## src/rtl/alu_cmd_issuer.sv

```systemverilog
// ---------------------------------------------------------------------------
// alu_cmd_issuer
//
// Command queue and issue sequencer sitting in front of the multicycle
// ALU/register-file stage. Packed commands are buffered in a small circular
// FIFO. Each command is presented to the ALU for exactly one three-cycle
// FETCH -> EXECUTE -> WRITEBACK slot, with all operands held stable for
// the whole slot. A NOP is driven whenever no command is pending. When the
// ALU signals WRITEBACK for a real command, its result and carry are
// captured into a one-cycle result strobe.
//
// Parameters
//   DEPTH          command FIFO entries (power of two, >= 2)
//
// Ports
//   clk            clock, rising-edge active
//   reset          asynchronous, active-high reset (shared with the ALU)
//   cmd_valid      upstream offers cmd_data this cycle
//   cmd_ready      FIFO not full; push when cmd_valid && cmd_ready
//   cmd_data       {reg_write, reg_addr[1:0], ctrl[1:0], a[1:0], b[1:0]}
//   alu_a, alu_b   ALU operands
//   alu_ctrl       ALU op: 00 add, 01 sub, 10 mul, 11 div
//   alu_reg_addr   register-file destination
//   alu_reg_write  register-file write enable
//   alu_y          ALU result
//   alu_c          ALU carry/error flag
//   alu_done       ALU WRITEBACK indicator
//   res_valid      one-cycle pulse: a real command's result was captured
//   res_y, res_c   captured result and carry/error (held between pulses)
//   fifo_count     number of queued commands
//   issued_count   completed real commands, wraps 255 -> 0
//   sync_err       sticky flag: slot phase and alu_done disagreed
// ---------------------------------------------------------------------------
module alu_cmd_issuer #(
    parameter int DEPTH = 4
) (
    input  logic                     clk,
    input  logic                     reset,
    input  logic                     cmd_valid,
    output logic                     cmd_ready,
    input  logic [8:0]               cmd_data,
    output logic [1:0]               alu_a,
    output logic [1:0]               alu_b,
    output logic [1:0]               alu_ctrl,
    output logic [1:0]               alu_reg_addr,
    output logic                     alu_reg_write,
    input  logic [3:0]               alu_y,
    input  logic                     alu_c,
    input  logic                     alu_done,
    output logic                     res_valid,
    output logic [3:0]               res_y,
    output logic                     res_c,
    output logic [$clog2(DEPTH):0]   fifo_count,
    output logic [7:0]               issued_count,
    output logic                     sync_err
);

    localparam int AW = $clog2(DEPTH);
    localparam int CW = AW + 1;
    localparam logic [CW-1:0] FULL_COUNT = CW'(DEPTH);

    // Slot phases mirror the ALU's own state machine.
    localparam logic [1:0] PH_FETCH     = 2'd0;
    localparam logic [1:0] PH_EXECUTE   = 2'd1;
    localparam logic [1:0] PH_WRITEBACK = 2'd2;

    typedef struct packed {
        logic       reg_write;
        logic [1:0] reg_addr;
        logic [1:0] ctrl;
        logic [1:0] a;
        logic [1:0] b;
    } cmd_t;

    localparam cmd_t NOP_CMD = '0;

    // ------------------------------------------------------------------
    // State
    // ------------------------------------------------------------------
    cmd_t            mem [DEPTH];
    logic [AW-1:0]   wr_ptr;
    logic [AW-1:0]   rd_ptr;
    logic [1:0]      phase;
    logic [1:0]      phase_next;
    logic            slot_live;
    cmd_t            slot_cmd;

    logic            push;
    logic            pop;
    logic            fifo_empty;
    logic            slot_load;
    logic            capture;
    logic            phase_mismatch;
    cmd_t            head;

    // ------------------------------------------------------------------
    // Control decode
    // ------------------------------------------------------------------
    assign cmd_ready  = (fifo_count != FULL_COUNT);
    assign fifo_empty = (fifo_count == '0);
    assign push       = cmd_valid && cmd_ready;
    assign head       = mem[rd_ptr];

    // NOTE: every signal assigned in always_comb gets a default first, so no
    // path through the block can leave it unassigned and infer a latch.
    always_comb begin
        phase_next = phase + 2'd1;
        if (alu_done || (phase == PH_WRITEBACK)) begin
            phase_next = PH_FETCH;
        end
    end

    // A new slot starts on every edge that returns the phase to FETCH,
    // including an early return forced by a premature alu_done.
    assign slot_load = (phase_next == PH_FETCH);
    assign pop       = slot_load && !fifo_empty;
    assign capture   = alu_done && slot_live;

    // alu_done must be high exactly in the WRITEBACK cycle; anything else
    // means we and the ALU disagree about where the slot boundary is.
    assign phase_mismatch = alu_done != (phase == PH_WRITEBACK);

    // ------------------------------------------------------------------
    // FIFO storage
    // ------------------------------------------------------------------
    // NOTE: the storage array is deliberately not reset; the pointers and
    // occupancy count alone decide which entries hold valid commands.
    always_ff @(posedge clk) begin
        if (push) begin
            mem[wr_ptr] <= cmd_t'(cmd_data);
        end
    end

    // NOTE: sequential state uses non-blocking assignments so every register
    // samples pre-edge values regardless of statement order.
    always_ff @(posedge clk or posedge reset) begin
        if (reset) begin
            wr_ptr     <= '0;
            rd_ptr     <= '0;
            fifo_count <= '0;
        end else begin
            // DEPTH is a power of two, so the pointers wrap naturally.
            if (push) begin
                wr_ptr <= wr_ptr + AW'(1);
            end
            if (pop) begin
                rd_ptr <= rd_ptr + AW'(1);
            end
            case ({push, pop})
                2'b10:   fifo_count <= fifo_count + CW'(1);
                2'b01:   fifo_count <= fifo_count - CW'(1);
                default: fifo_count <= fifo_count;
            endcase
        end
    end

    // ------------------------------------------------------------------
    // Slot sequencing: phase counter and the held ALU command
    // ------------------------------------------------------------------
    always_ff @(posedge clk or posedge reset) begin
        if (reset) begin
            phase     <= PH_FETCH;
            slot_live <= 1'b0;
            slot_cmd  <= NOP_CMD;
        end else begin
            phase <= phase_next;
            if (slot_load) begin
                if (!fifo_empty) begin
                    slot_cmd  <= head;
                    slot_live <= 1'b1;
                end else begin
                    slot_cmd  <= NOP_CMD;
                    slot_live <= 1'b0;
                end
            end
        end
    end

    assign alu_reg_write = slot_cmd.reg_write;
    assign alu_reg_addr  = slot_cmd.reg_addr;
    assign alu_ctrl      = slot_cmd.ctrl;
    assign alu_a         = slot_cmd.a;
    assign alu_b         = slot_cmd.b;

    // ------------------------------------------------------------------
    // Result capture and status
    // ------------------------------------------------------------------
    always_ff @(posedge clk or posedge reset) begin
        if (reset) begin
            res_valid    <= 1'b0;
            res_y        <= '0;
            res_c        <= 1'b0;
            issued_count <= '0;
            sync_err     <= 1'b0;
        end else begin
            res_valid <= capture;
            if (capture) begin
                res_y        <= alu_y;
                res_c        <= alu_c;
                issued_count <= issued_count + 8'd1;
            end
            if (phase_mismatch) begin
                sync_err <= 1'b1;
            end
        end
    end

    // PH_EXECUTE is only reached through the +1 step; named for readability.
    logic unused_phase_name;
    assign unused_phase_name = (PH_EXECUTE == 2'd1);

endmodule
```

## config.mk

```make
export PLATFORM = sky130hd
export DESIGN_NAME = alu_cmd_issuer
export DESIGN_NICKNAME = d
export VERILOG_FILES = /design/src/rtl/alu_cmd_issuer.sv
export SDC_FILE = /design/constraint.sdc
export NUM_CORES = 1
export LEC_CHECK = 0
export CAP_MARGIN = 20
export CORE_ASPECT_RATIO = 0.75
export CORE_UTILIZATION = 25
export CTS_BUF_LIST = sky130_fd_sc_hd__clkbuf_8
export DETAILED_ROUTE_END_ITERATION = 6
export GPL_TIMING_DRIVEN = 0
export HOLD_SLACK_MARGIN = 0.15
export SYNTH_ARGS = -nofsm -noshare
export SYNTH_HDL_FRONTEND = slang
export SYNTH_SLANG_ARGS = --single-unit
```

## constraint.sdc

```tcl
create_clock -name clk -period 2.5 [get_ports clk]
set_input_delay 0.5 -clock clk [delete_from_list [all_inputs] [get_ports clk]]
set_output_delay 0.5 -clock clk [all_outputs]
set_load 0.005 [all_outputs]
```

==> reports/qor.csv, run 1 <==
stage,metric,value,unit
synthesis,synth-seq-area-share,69.96,%
min_path,hold_class,reg -> reg,
detailed_routing,wl_per_cell,14.86,um
synthesis,synth-edff-count,36,
final_layout,insertedDiodeCount,0,
detailed_routing,vias_per_cell,4.233,
synthesis,synth_common_cells,"edfxtp_1, dfrtp_1, inv_1",
detailed_routing,vias,1524,
cts,cts_inserted_buffers,9,
final_layout,utilization,34.69,%
synthesis,synth-async-reset-ratio,48.57,%
synthesis,synthTopCellsByArea,"edfxtp_1, dfrtp_1, mux4_2",
worst_setup_path,r2r_slack,190,ps
timing,tightest_slew,703.2,ps
outcome,status,finished clean,
placement,port_buffers,45,
synthesis,syn_inst,158,
cts,cts_hold_buf,0,
die,ioPinCount,46,
final_layout,fin_nets,246,
placement,dp_hpwl,3.577,mm
worst_setup_path,r2r_end,fifo_count[2],
worst_setup_path,rr_startpoint,phase[0],
die,rows,32,
detailed_routing,drt_first_pass_iters,4,
worst_setup_path,startpoint_type,input pin,
worst_setup_path,crit_start,alu_done,
die,initial_core_util,26.32,%
timing,rsz0062_at_grt,no,
die,dieHeight,93.02,um
worst_setup_path,worst_setup_path_end_kind,flip-flop,
cts,numClockSinks,70,
power,powerDensity,1113,mW/mm^2
grt,antenna_found_initial,0,
detailed_routing,ant_nets,0,
cts,cts_root_buffer,clkbuf_8,
synthesis,ys_ff_latch,70,
power,ir_drop,384.3,uV
placement,placed_area,0.003410,sq mm
synthesis,yosys.area.top_type,edfxtp_1,
timing,relSlewSlack,53.12,%
grt,grt_pass1_vias,1544,
grt,grt_overflow,0,
timing,period_share,95.37,%
timing,final_hold_viol_count,0,
synthesis,synthDistinctLibCells,29,
worst_setup_path,endpoint,fifo_count[2],
synthesis,synth_nets,185,
cts,cts_buffer_depth,2,
cts,htreeDepth,3,
grt,grt_max_degree,23,
synthesis,synth_warnings,0,
power,power.leakage,0.001405,uW
timing,min_period,2384,ps
timing,fmaxAchievable,419.4,MHz
detailed_routing,drc,0,
die,core,0.01049,sq mm
timing,setup_viol,0,
cts,cts_tree,yes,
worst_setup_path,critPathKind,in -> reg,
worst_setup_path,r2r_cells,13,
cts,clk_latency,360,ps
detailed_routing,wl,5.350,mm
die,die_area,0.01147,sq mm
worst_setup_path,crit_required,2790,ps
final_layout,area_growth,31.76,%
detailed_routing,first_iter_violations,68,
timing,fin_skew,8.889,ps
placement,placed_cells,340,
final_layout,stdcell_count,360,
synthesis,synth_top_flop_cell,edfxtp_1,
final_layout,fin_area,0.003638,sq mm
timing,slew_viol_final,0,
grt,grt_pass1_wl,8.376,mm
synthesis,synth_area,0.002761,sq mm
worst_setup_path,worstPathMaxFanout,3,
synthesis,synth_top_area_share,39.15,%
run,cap_violations,0,
worst_setup_path,crit_arrival,2670,ps
die,die_w,123.4,um
synthesis,synth.avg_cell_area,17.48,sq um
synthesis,synth_most_common_cell,edfxtp_1,
grt,grt_usage,10.37,%
cts,worst_setup_hold_path_clk_slew,80,ps
final_layout,layout-drive-gt1-share,22.32,%
placement,gp_congestion,0.7071,
[report_power, final]
group / internal [uW] / leakage, uW / switching, uW / total, uW
registers: 1580 / 0.000739 / 207 / 1790
clock network: 361 / 0.0000832 / 448 / 808
logic: 863 / 0.000583 / 591 / 1450
[cell usage in the layout, fill, tap and decap left out, drive strengths merged, types with 5 or more instances in the layout]
| cell | synthesis | final |
|---|---|---|
| clkdlybuf4s50 | 0 | 45 |
| edfxtp | 36 | 36 |
| dfrtp | 34 | 34 |
| clkbuf | 3 | 12 |
| inv | 10 | 11 |
| mux4 | 9 | 9 |
| a22o | 9 | 9 |
| xnor2 | 8 | 8 |
| ha | 8 | 8 |
| buf | 3 | 8 |
| mux2 | 7 | 7 |
| and3 | 6 | 6 |
| xor2 | 5 | 5 |
[per-layer routing]
layer | GRT usage [%] | vias to the layer above | share of wire [%]
li1 | - | 701 | -
met1 | 13.58 | 766 | 47
met2 | 14.71 | 46 | 44
met3 | 4.573 | 11 | 6.6
met4 | 4.518 | 0 | 1.8
met5 | 0 | - | 0
[timing repair]
action	CTS	global route
gates resized for setup	4	4
pin swaps	2	3
endpoints found under the setup margin	2	1
endpoints found under the hold margin	0	0
setup buffers	2	2
[logic make-up (layout without fill, tap and decap cells)]
family          count (synthesis)  in the layout  synth area share (%)
buf+inv                        16             82                 2.402
flops                          70             70                 69.96
fa+ha+maj                       9              9                 4.350
xor+xnor                       13             13                 4.123
compound gates                 11             11                 3.399
simple gates                   22             22                 5.075
mux                            17             17                 10.69
[per-stage QoR]
stage	setup slack [ps]	power (uW)	TNS [ps]	hold WS [ps]
after floorplan	160.1	2570	0	419.6
after global placement	-599.5	3175	-1052	436.3
after detailed placement	-665.7	3231	-1185	446.3
after CTS	63.07	4085	0	461.2
after global routing	15.40	4312	0	498.9
final	115.6	4049	0	473.1
[final cells by class]
class,instances,area (sq um)
well taps,136,170.2
inverters,10,37.54
multi-input cells,72,782.0
flip-flops and latches,70,1932
plain buffers,6,35.03
fillers,1034,6852
repair buffers,50,508.0
clock buffers,9,123.9
clock inverters,7,50.05
[critical path: stages]
cell             delay [ps]
clkdlybuf4s50_1         470
inv_1                    40
ha_1                    210
a21boi_4                150
nor2_2                  180
buf_6                   130
ha_2                    170
inv_1                    50
fa_2                    330
xor2_1                  150
nor2_1                  120
xor2_1                  150
[registers in the layout (all words and copies together), names as in the netlist]
signal / cells
res_c: 1
issued_count: 8
phase: 2
rd_ptr: 2
alu_a: 2
sync_err: 1
alu_reg_write: 1
mem: 36
slot_live: 1
res_y: 4
res_valid: 1
alu_b: 2
alu_reg_addr: 2
alu_ctrl: 2
fifo_count: 3
wr_ptr: 2
[worst min-delay path by stage]
| stage | startpoint | endpoint | depth (start not counted) |
|---|---|---|---|
| CTS | phase[0] | phase[0] | 1 |
| global placement | phase[0] | phase[0] | 1 |
| finish | issued_count[7] | issued_count[7] | 1 |
| global route | issued_count[7] | issued_count[7] | 1 |
| floorplan | phase[0] | phase[0] | 1 |
| detailed placement | phase[0] | phase[0] | 1 |
Power figures use the tool's default switching activity.
==> run 2, diff against run 1 <==
--- a/config.mk
+++ b/config.mk
@@ -7,11 +7,13 @@
 export LEC_CHECK = 0
 export CAP_MARGIN = 20
 export CORE_ASPECT_RATIO = 0.75
+export CORE_MARGIN = 3
 export CORE_UTILIZATION = 25
 export CTS_BUF_LIST = sky130_fd_sc_hd__clkbuf_8
 export DETAILED_ROUTE_END_ITERATION = 6
 export GPL_TIMING_DRIVEN = 0
 export HOLD_SLACK_MARGIN = 0.15
+export SKIP_CTS_REPAIR_TIMING = 1
 export SYNTH_ARGS = -nofsm -noshare
 export SYNTH_HDL_FRONTEND = slang
 export SYNTH_SLANG_ARGS = --single-unit
==> run 2 against run 1 <==
Against the previous run: sequential share of layout area shrank 0.83 points; clock power up 27%; wire length shrank 0.65%; maximum frequency fell by 1.6%; worst hold slack worse by 17 ps; cell count is 0.28% higher; critical path type unchanged; clock skew about the same; highest routed layer unchanged; largest cell class unchanged; combinational power barely moved; die area rose by 7.7%; critical endpoint unchanged; via count grew 0.13%; register-to-register slack lost 60 ps; critical path depth unchanged.
==> reports/qor.csv, run 2 (synthesis results as in run 1) <==
stage,metric,value,unit,change
placement,placed_cells,340,,unchanged
final_layout,most-common-layout-cells,"clkdlybuf4s50_1, edfxtp_1, dfrtp_1, inv_1",,
cts,clk_latency,350,ps,about the same
cts,cts_buffer_depth,2,,unchanged
cts,htreeDepth,3,,unchanged
placement,gp_congestion,0.7039,,-0.45%
final_layout,regMostFlops,mem,,
grt,grt_pass1_wl,8.694,mm,+3.8%
worst_setup_path,r2r_slack,130,ps,-60 ps
power,powerDensity,1156,mW/mm^2,+3.9%
detailed_routing,ant_nets,0,,unchanged
final_layout,layout_commonest_cell,clkdlybuf4s50_1,,
grt,grt_max_degree,19,,-17%
power,ir_drop,266.0,uV,-31%
final_layout,stdcell_count,361,,+0.28%
power,power.leakage,0.001436,uW,+2.2%
outcome,status,finished clean,,
cts,worst_setup_hold_path_clk_slew,80,ps,about the same
final_layout,area_growth,33.85,%,
grt,grt_overflow,0,,unchanged
die,die_w,127.4,um,+3.2%
final_layout,utilization,35.10,%,+0.41 points
cts,cts_inserted_buffers,9,,unchanged
timing,min_period,2422,ps,+37.93 ps
placement,port_buffers,45,,unchanged
die,initial_core_util,26.22,%,-0.10 points
power,p_total,4272,uW,+5.5%
grt,grt_pass1_vias,1622,,+5.1%
die,die_area,0.01236,sq mm,+7.7%
timing,setup_viol,0,,unchanged
final_layout,reg_top3,"mem: 36 flops, issued_count: 8 flops, res_y: 4 flops",,
die,core,0.01053,sq mm,+0.38%
final_layout,fin_nets,247,,+0.41%
final_layout,largest_reg_flops,36,,unchanged
detailed_routing,vias,1526,,+0.13%
run,cap_violations,0,,unchanged
min_path,hold_class,reg -> reg,,
detailed_routing,wl_per_cell,14.72,um,-0.93%
timing,setup-tns-final,0,ps,unchanged
worst_setup_path,worstPathMaxFanout,4,,+1
timing,fin_skew,8.404,ps,-0.4849 ps
detailed_routing,vias_per_cell,4.227,,-0.15%
final_layout,fin_area,0.003696,sq mm,+1.6%
grt,antenna_found_initial,0,,unchanged
timing,fmaxAchievable,412.8,MHz,-1.6%
placement,dp_hpwl,3.735,mm,+4.4%
die,ioPinCount,46,,unchanged
final_layout,area.sequential,0.001932,sq mm,unchanged
cts,cts_root_buffer,clkbuf_8,,
detailed_routing,wl,5.315,mm,-0.65%
worst_setup_path,critPathKind,in -> reg,,
cts,numClockSinks,70,,unchanged
cts,cts_tree,yes,,
timing,tightest_slew,732.0,ps,+28.79 ps
worst_setup_path,crit_required,2770,ps,-20 ps
die,rows,32,,unchanged
detailed_routing,drt_first_pass_iters,4,,unchanged
worst_setup_path,startpoint_type,input pin,,
final_layout,insertedDiodeCount,0,,unchanged
die,dieHeight,97.02,um,+4.3%
detailed_routing,first_iter_violations,88,,+29%
final_layout,layout-drive-gt1-share,22.67,%,+0.35 points
grt,grt_usage,9.320,%,-1.0 points
final_layout,multi_input_area,777.0,sq um,-0.64%
timing,slew_viol_final,0,,unchanged
timing,period_share,96.89,%,+1.5 points
final_layout,fill_cells,1002,,-3.1%
placement,placed_area,0.003410,sq mm,unchanged
timing,final_hold_viol_count,0,,unchanged
worst_setup_path,crit_arrival,2700,ps,+30 ps
detailed_routing,drc,0,,unchanged
worst_setup_path,worst_setup_path_end_kind,flip-flop,,
timing,rsz0062_at_grt,no,,
timing,relSlewSlack,51.15,%,-2.0 points
run 2: cell types whose count changed in the layout (fill, tap and decap cells not counted):
| cell | before | now |
|---|---|---|
| clkinv_1 | 1 | 0 |
| fa_2 | 1 | 0 |
| a21boi_2 | 0 | 1 |
| clkinv_2 | 1 | 0 |
| a21boi_4 | 1 | 0 |
| nor2_4 | 0 | 1 |
| bufinv_16 | 0 | 2 |
| inv_8 | 0 | 1 |
| clkinvlp_4 | 2 | 1 |
| nor2_2 | 1 | 0 |
| buf_4 | 5 | 6 |
| fa_1 | 0 | 1 |
run 2: cell type report:
cell class	instances	area share, %
sequential	70	52.27
tap	136	4.604
buffer	6	0.9479
timing repair buffer	51	13.95
multi-input combinational	72	21.02
clock buffer	9	3.351
inverter	10	1.016
clock inverter	7	2.844
run 2: final timing paths:
check / cells past startpoint / from / to
worst max-delay path: 12 / alu_done / fifo_count[2]
worst min-delay path: 1 / phase[0] / phase[0]
worst max register to register: 13 / phase[0] / fifo_count[2]
worst min register to register: 1 / phase[0] / phase[0]
max in group asynchronous: 3 / reset / wr_ptr[1]
min in group asynchronous: 2 / reset / res_y[1]
run 2: critical path, stage by stage:
cell             delay (ps)
clkdlybuf4s50_1         470
inv_1                    40
ha_1                    210
a21boi_2                190
nor2_4                  140
buf_6                   130
ha_2                    170
inv_1                    50
fa_1                    370
xor2_1                  150
nor2_1                  130
xor2_1                  140
run 2: metrics by stage:
step                worst slack (ps)  hold WS [ps]
finish                         77.71         456.2
global route                   6.691         479.9
CTS                           -274.3         451.7
detailed placement            -651.6         439.3
global placement              -618.5         434.9
floorplan                      160.1         419.6
run 2: report_power, final:
group / total [uW] / internal, uW / leakage [uW] / switching (uW)
clock network: 1030 / 575 / 0.000112 / 459
logic: 1450 / 871 / 0.000585 / 579
registers: 1790 / 1580 / 0.000739 / 211
total: 4270 / 3020 / 0.00144 / 1250
run 2: layer usage:
layer  track usage (%)  share of wire (%)  vias to the layer above  wire, um
li1                  -                  -                      708         -
met1             11.75                 46                      765      2446
met2             13.99                 46                       45      2422
met3             4.801                7.1                        8       380
met4             2.721                1.2                        0        66
met5                 0                  0                        -         0
==> run 3, diff against run 2 <==
--- a/config.mk
+++ b/config.mk
@@ -13,6 +13,7 @@
 export DETAILED_ROUTE_END_ITERATION = 6
 export GPL_TIMING_DRIVEN = 0
 export HOLD_SLACK_MARGIN = 0.15
+export MAX_ROUTING_LAYER = met4
 export SKIP_CTS_REPAIR_TIMING = 1
 export SYNTH_ARGS = -nofsm -noshare
 export SYNTH_HDL_FRONTEND = slang
==> run 3 against run 2 <==
Against the previous run: clock skew is 1.5 ps higher; power hardly changed; combinational power hardly changed; highest routed layer unchanged; cell count stayed put; sequential power hardly changed; register-to-register slack hardly changed; cell area stayed put; maximum frequency hardly changed; core utilization stayed put; sequential share of layout area stayed put.
==> reports/qor.csv, run 3 (synthesis results as in run 1) <==
stage,metric,value,unit,change
placement,dp_hpwl,3.735,mm,unchanged
die,die_area,0.01236,sq mm,unchanged
final_layout,area_growth,33.85,%,unchanged
die,ioPinCount,46,,unchanged
placement,gp_congestion,0.7117,,+1.1%
grt,grt_pass1_wl,8.700,mm,about the same
detailed_routing,drc,0,,unchanged
timing,setup-tns-final,0,ps,unchanged
cts,cts_root_buffer,clkbuf_8,,
worst_setup_path,crit_chain,clkdlybuf4s50_1 > inv_1 > ha_1 > a21boi_2 > nor2_4 > buf_6 > ha_2 > inv_1 > fa_1 > xor2_1 > nor2_1 > xor2_1,,
cts,cts_buffer_depth,2,,unchanged
final_layout,fill_cells,1002,,unchanged
cts,clk_latency,350,ps,about the same
cts,worst_setup_hold_path_clk_slew,80,ps,about the same
final_layout,multi_input_area,777.0,sq um,unchanged
timing,fin_skew,9.912,ps,+1.508 ps
timing,relSlewSlack,50.78,%,-0.37 points
final_layout,most-common-layout-cells,"clkdlybuf4s50_1, edfxtp_1, dfrtp_1, inv_1",,
final_layout,reg_top3,"mem: 36 flops, issued_count: 8 flops, res_y: 4 flops",,
worst_setup_path,critPathBufInv,4,,unchanged
final_layout,insertedDiodeCount,0,,unchanged
detailed_routing,drt_first_pass_iters,4,,unchanged
final_layout,area.sequential,0.001932,sq mm,unchanged
timing,min_period,2423,ps,+1.066 ps
worst_setup_path,critPathKind,in -> reg,,
grt,grt_overflow,0,,unchanged
run,cap_violations,0,,unchanged
power,powerDensity,1157,mW/mm^2,about the same
timing,final_hold_viol_count,0,,unchanged
die,rows,32,,unchanged
timing,period_share,96.93,%,about the same
final_layout,largest_reg_flops,36,,unchanged
final_layout,fin_nets,247,,unchanged
detailed_routing,first_iter_violations,93,,+5.7%
timing,setup_viol,0,,unchanged
timing,rsz0062_at_grt,no,,
timing,fmaxAchievable,412.7,MHz,about the same
outcome,status,finished clean,,
detailed_routing,vias_per_cell,4.222,,-0.13%
detailed_routing,ant_nets,0,,unchanged
worst_setup_path,critPathMaxStageDelay,470,ps,about the same
power,ir_drop,265.9,uV,about the same
final_layout,stdcell_count,361,,unchanged
grt,grtUsageMet2,13.99,%,unchanged
placement,placed_cells,340,,unchanged
worst_setup_path,worst_setup_path_end_kind,flip-flop,,
final_layout,layout-drive-gt1-share,22.67,%,unchanged
worst_setup_path,crit_required,2770,ps,about the same
die,die_w,127.4,um,unchanged
grt,met1_usage,11.89,%,+0.14 points
grt,grt.busiest_layer,met2,,
detailed_routing,vias,1524,,-0.13%
timing,tightest_slew,737.4,ps,+5.471 ps
min_path,hold_class,reg -> reg,,
grt,antenna_found_initial,0,,unchanged
final_layout,layout_commonest_cell,clkdlybuf4s50_1,,
worst_setup_path,cp_slowest_cell,clkdlybuf4s50_1,,
cts,cts_inserted_buffers,9,,unchanged
grt,grt_pass1_vias,1633,,+0.68%
grt,met3_usage,4.636,%,-0.17 points
power,p_total,4275,uW,about the same
grt,grt_usage,9.599,%,+0.28 points
final_layout,regMostFlops,mem,,
worst_setup_path,crit_arrival,2690,ps,about the same
power,power.leakage,0.001436,uW,unchanged
die,dieHeight,97.02,um,unchanged
cts,numClockSinks,70,,unchanged
detailed_routing,wl,5.322,mm,+0.13%
die,initial_core_util,26.22,%,unchanged
worst_setup_path,worstPathMaxFanout,4,,unchanged
timing,slew_viol_final,0,,unchanged
final_layout,utilization,35.10,%,unchanged
placement,port_buffers,45,,unchanged
cts,htreeDepth,3,,unchanged
grt,grt_max_degree,19,,unchanged
cts,cts_tree,yes,,
die,core,0.01053,sq mm,unchanged
worst_setup_path,crit_family,adder cells,,
detailed_routing,wl_per_cell,14.74,um,+0.13%
worst_setup_path,startpoint_type,input pin,,
[run 3: final timing paths]
kind | startpoint | to | slack [ps] | cells after the start
hold reg to reg | phase[0] | phase[0] | 460 | 1
setup reg to reg | phase[0] | fifo_count[2] | 130 | 13
setup / recovery | alu_done | fifo_count[2] | 80 | 12
min in group asynchronous | reset | res_y[1] | 580 | 2
max in group asynchronous | reset | wr_ptr[1] | 1370 | 3
hold / removal | phase[0] | phase[0] | 460 | 1
[run 3: report_power, final]
group	switching, uW	internal (uW)	leakage (uW)
clock	460	575	0.000112
combinational	582	870	0.000585
sequential	210	1580	0.000739
[run 3: layout make-up]
type	instances	area share (%)
clock buffers	9	3.351
flip-flops and latches	70	52.27
plain buffers	6	0.9479
repair buffers	51	13.95
multi-input cells	72	21.02
clock inverters	7	2.844
well taps	136	4.604
inverters	10	1.016
[run 3: worst reg2reg max path: stages, from the launching register on]
cell,delay (ps)
dfrtp_1,400
inv_1,60
ha_1,130
inv_1,40
ha_1,190
a21boi_2,190
nor2_4,140
buf_6,130
ha_2,170
inv_1,50
fa_1,370
xor2_1,150
nor2_1,130
xor2_1,140
[run 3: metrics by stage]
step	cell area (sq um)	hold slack (ps)	setup WS [ps]
finish	3696	456.2	76.65
global route	3696	479.9	6.658
CTS	3638	451.7	-274.3
detailed placement	3410	439.3	-651.6
global placement	3382	434.9	-618.5
floorplan	2761	419.6	160.1
[run 3: metal layers]
metal,wire (um),vias to the layer above,share of wire [%]
met3,328,5,6.2
met2,2459,40,46
met5,0,-,0
met1,2493,770,47
li1,-,709,-
met4,42,0,0.79
==> variant 1, RTL diff (flow settings as in run 2) <==
Register the output `sync_err` once more, cleared by the reset; this adds one clock of latency there. The other outputs are not delayed to match.
--- a/src/rtl/alu_cmd_issuer.sv
+++ b/src/rtl/alu_cmd_issuer.sv
@@ -74,6 +74,8 @@
 
     localparam cmd_t NOP_CMD = '0;
 
+    logic sync_err_s0;
+
     // ------------------------------------------------------------------
     // State
     // ------------------------------------------------------------------
@@ -191,7 +193,7 @@
             res_y        <= '0;
             res_c        <= 1'b0;
             issued_count <= '0;
-            sync_err     <= 1'b0;
+            sync_err_s0  <= 1'b0;
         end else begin
             res_valid <= capture;
             if (capture) begin
@@ -200,7 +202,7 @@
                 issued_count <= issued_count + 8'd1;
             end
             if (phase_mismatch) begin
-                sync_err <= 1'b1;
+                sync_err_s0 <= 1'b1;
             end
         end
     end
@@ -209,4 +211,12 @@
     logic unused_phase_name;
     assign unused_phase_name = (PH_EXECUTE == 2'd1);
 
+    always_ff @(posedge clk or posedge reset) begin
+        if (reset) begin
+            sync_err <= '0;
+        end else begin
+            sync_err <= sync_err_s0;
+        end
+    end
+
 endmodule
Behaviour: not the same (Yosys sat finds a counterexample within 4 cycles, from zero or initial values and one cycle with reset high).
==> variant 1 against run 2 <==
Clock skew increased by 0.00071 ns. Worst setup slack improved by 0.082 ns. Final area decreased by 0.34%. Highest routed layer unchanged. Wire length fell by 4.6%. Register-to-register slack better by 0.06 ns. Sequential share of layout area rose by 0.86 points. Sequential cell count up 1. Largest cell class unchanged. Total power shrank 1.0%. Utilization decreased by 0.25 points. Synthesized area rose by 0.91%. Final cell count fell by 0.55%. Die area grew 0.86%.
==> variant 1: results (changes against run 2) <==
Fillers=1031 (+2.9%); Worst VDD drop=0.000424 V (+59%); GRT Util Overall=8.73% (-0.59 points); nonclk buf count=54 (-5.3%); Routability Congestion=0.657 (-6.7%); fraction of area in registers=53.1% (+0.86 points); Int Pwr=3020 uW (-0.24%); wire per inst=14.1 um (-4.1%); top cells by area, synth=edfxtp_1, dfrtp_1, mux4_2; share of cells above drive strength 1=22.4% (-0.25 points); Leak=0.00142 uW (-0.87%); outcome=complete, no violations; sequential share of power=42.6% (+0.7 points); Detail Route met3 WL=374 um (-1.6%); M1 wire length=2250 um (-7.8%); CP max FO=3 (-1); WP data arrival=2.60 ns (-0.10 ns); largest net degree at the start of global routing=36 (+17); Mapped Nets=186 (+0.54%); vias in the first global route=1581 (-2.5%); Commonest cells post-synth=edfxtp_1, dfrtp_1, inv_1; buffering overhead=13.8% (-1.1 points); Seq Cell Count=71 (+1.4%); combinational fraction of design power=33.8% (about the same); Finished Layout Cells=359 (-0.55%); Layout clock area frac=6.01% (-0.18 points)
[variant 1: logic make-up (layout without fill, tap and decap cells)]
group	Yosys count	in the layout	synth area share (%)
AO/OA/AOI/OAI	11	11	3.37
XOR/XNOR	13	13	4.09
adder cells (fa/ha/maj)	9	9	4.31
buffers and inverters	16	80	2.38
flip-flops	71	71	70.2
multiplexers	17	17	10.6
AND/OR/NAND/NOR	22	22	5.03
[variant 1: worst reg2reg max path: stages (launching register included)]
cell and delay, ns:
dfrtp_1 0.42, inv_1 0.07, ha_1 0.13, inv_1 0.04
ha_2 0.17, a21boi_4 0.15, nor2_4 0.12, buf_6 0.12
ha_2 0.17, inv_1 0.06, fa_2 0.33, xor2_1 0.14
nor2_1 0.12, xor2_1 0.17
[variant 1: per-layer routing]
metal	vias up	global-route usage, %
met5	-	0
met4	0	2.94
met3	9	3.96
met2	49	13.0
met1	728	11.3
li1	705	-
[variant 1: worst paths after layout]
kind | depth (start not counted) | endpoint | start | slack [ns]
worst max register to register | 13 | fifo_count[2] | phase[0] | 0.19
max in group asynchronous | 2 | res_y[2] | reset | 1.41
min in group asynchronous | 2 | wr_ptr[0] | reset | 0.61
worst max-delay path | 12 | fifo_count[2] | alu_done | 0.16
worst min register to register | 0 | sync_err | sync_err_s0 | 0.38
worst min-delay path | 0 | sync_err | sync_err_s0 | 0.38
[variant 1: per-stage QoR]
step	util, %	area [um2]	setup slack [ns]
6_report	34.8	3680	0.160
3_3_place_gp	32.2	3410	-0.609
3_5_place_dp	32.2	3410	-0.700
5_1_grt	34.8	3680	0.00990
4_1_cts	34.3	3630	-0.337
2_1_floorplan	-	2790	0.160
==> variant 2, RTL diff (settings of run 2) <==
Without the edit above. `DEPTH`: 4 -> 8.
--- a/src/rtl/alu_cmd_issuer.sv
+++ b/src/rtl/alu_cmd_issuer.sv
@@ -32,7 +32,7 @@
 //   sync_err       sticky flag: slot phase and alu_done disagreed
 // ---------------------------------------------------------------------------
 module alu_cmd_issuer #(
-    parameter int DEPTH = 4
+    parameter int DEPTH = 8
 ) (
     input  logic                     clk,
     input  logic                     reset,
Ports: changed (resized fifo_count); port bits go from 46 to 47. The function was not compared with the original's and may differ.
==> variant 2 against run 2 <==
Final area is 49% higher. Worst setup slack better by 0.013 ns. Synthesized area grew 59%. Critical path type is now flip-flop to output port. First-iteration DRC count increased by 56%. Non-clock buffer count up 4. Sequential cell count is 39 higher. Wire length grew 57%. Total power up 36%. Largest cell class unchanged.
==> variant 2: results (changes against run 2) <==
outcome=complete, no violations; Finished Layout Cells=559 (+55%); CP max FO=5 (+1); vias in the first global route=2391 (+47%); top cells by area, synth=edfxtp_1, dfrtp_1, mux4_1; Synth async-reset ratio=33.9% (-15 points); Mapped Nets=282 (+52%); post-placement worst setup slack=-0.595 ns (+0.0564 ns); clock skew=0.00810 ns (-0.000308 ns); Post-Route WL=8330 um (+57%); Post-Place Cells=540 (+59%); H-Tree Depth=3 (unchanged); Yosys cell types=36 (+24%); Worst-Margin Slew=1.11 ns (+0.379 ns); Nets=345 (+40%); Commonest cells post-synth=edfxtp_1, dfrtp_1, nand2_1; Mean Syn Cell Area=17.3 um2 (-1.2%); clk slew on worst S/H paths=0.10 ns (+0.02 ns); GR Layer Usage met2=15.0% (+1.0 points); WP data arrival=1.91 ns (-0.79 ns); post-synthesis sequential area ratio=70.1% (+0.17 points); number of flops mapped to enable cells by yosys=72 (+100%); Worst VDD drop=0.000388 V (+46%); GRT Util Overall=9.04% (-0.28 points); Final HPWL DP=5940 um (+59%); I/O Buffers=46 (+2.2%); DR vias/cell=4.12 (-2.6%); drt initial violations=137 (+56%); first-pass GRT wire length=13200 um (+52%); Leak=0.00198 uW (+38%); share of cells above drive strength 1=19.2% (-3.5 points); largest net degree at the start of global routing=23 (+4); Routability Congestion=0.728 (+3.4%); Global Route met3 Usage=3.28% (-1.5 points); top flop regs=mem x72, issued_count x8
-- variant 2: changes by cell type after synthesis, moves of 4 or more --
cell,delta
edfxtp_1,+36
a22o_1,-9
mux4_1,+9
mux2i_1,+10
and3_2,-4
o21ai_1,+8
nor2_1,+7
nand2_1,+19
-- variant 2: critical path, cell delays in order (launching register included) --
cell and delay [ns]:
dfrtp_1 0.49, or4b_4 0.57, clkdlybuf4s50_1 0.48
-- variant 2: worst paths after layout --
kind                                      start              end  cells after the start  slack [ns]
worst max-delay path              fifo_count[2]        cmd_ready                      2        0.09
worst min-delay path            issued_count[7]  issued_count[7]                      1        0.47
worst max register to register    fifo_count[2]        mem[2][5]                      4        0.10
worst min register to register  issued_count[7]  issued_count[7]                      1        0.47
max in group asynchronous                 reset    fifo_count[0]                      3        1.42
min in group asynchronous                 reset        slot_live                      2        0.53
-- variant 2: kinds of logic after synthesis --
group	after synthesis	share of synthesized area (%)
AND/OR/NAND/NOR	54	6.17
adder cells (fa/ha/maj)	9	2.73
buffers and inverters	20	2.44
flip-flops	109	70.1
XOR/XNOR	12	2.39
AO/OA/AOI/OAI	15	1.88
multiplexers	36	14.3
-- variant 2: layout make-up --
type	count	area, um2
multi-input combinational	126	1290
clock inverter	7	66.3
tap	236	295
sequential	109	3090
buffer	8	62.6
timing repair buffer	53	536
clock buffer	9	124
inverter	11	43.8
fill	1654	11500
-- variant 2: where the power goes --
group | switching, uW | total, uW | internal [uW]
combinational | 987 | 2160 | 1180
clock | 612 | 1000 | 389
sequential | 285 | 2650 | 2370
-- variant 2: metrics by stage --
stage	area (um2)	util (%)
final	5500	32.3
after global routing	5500	32.3
after CTS	5390	31.7
after detailed placement	5200	30.5
after floorplan	4400	-
after global placement	5160	30.3
-- variant 2: layer usage --
layer  share of wire [%]  vias to the layer above
li1                    -                     1095
met1                  43                     1144
met4                0.42                        0
met2                  49                       61
met3                 7.6                        2
met5                   0                        -
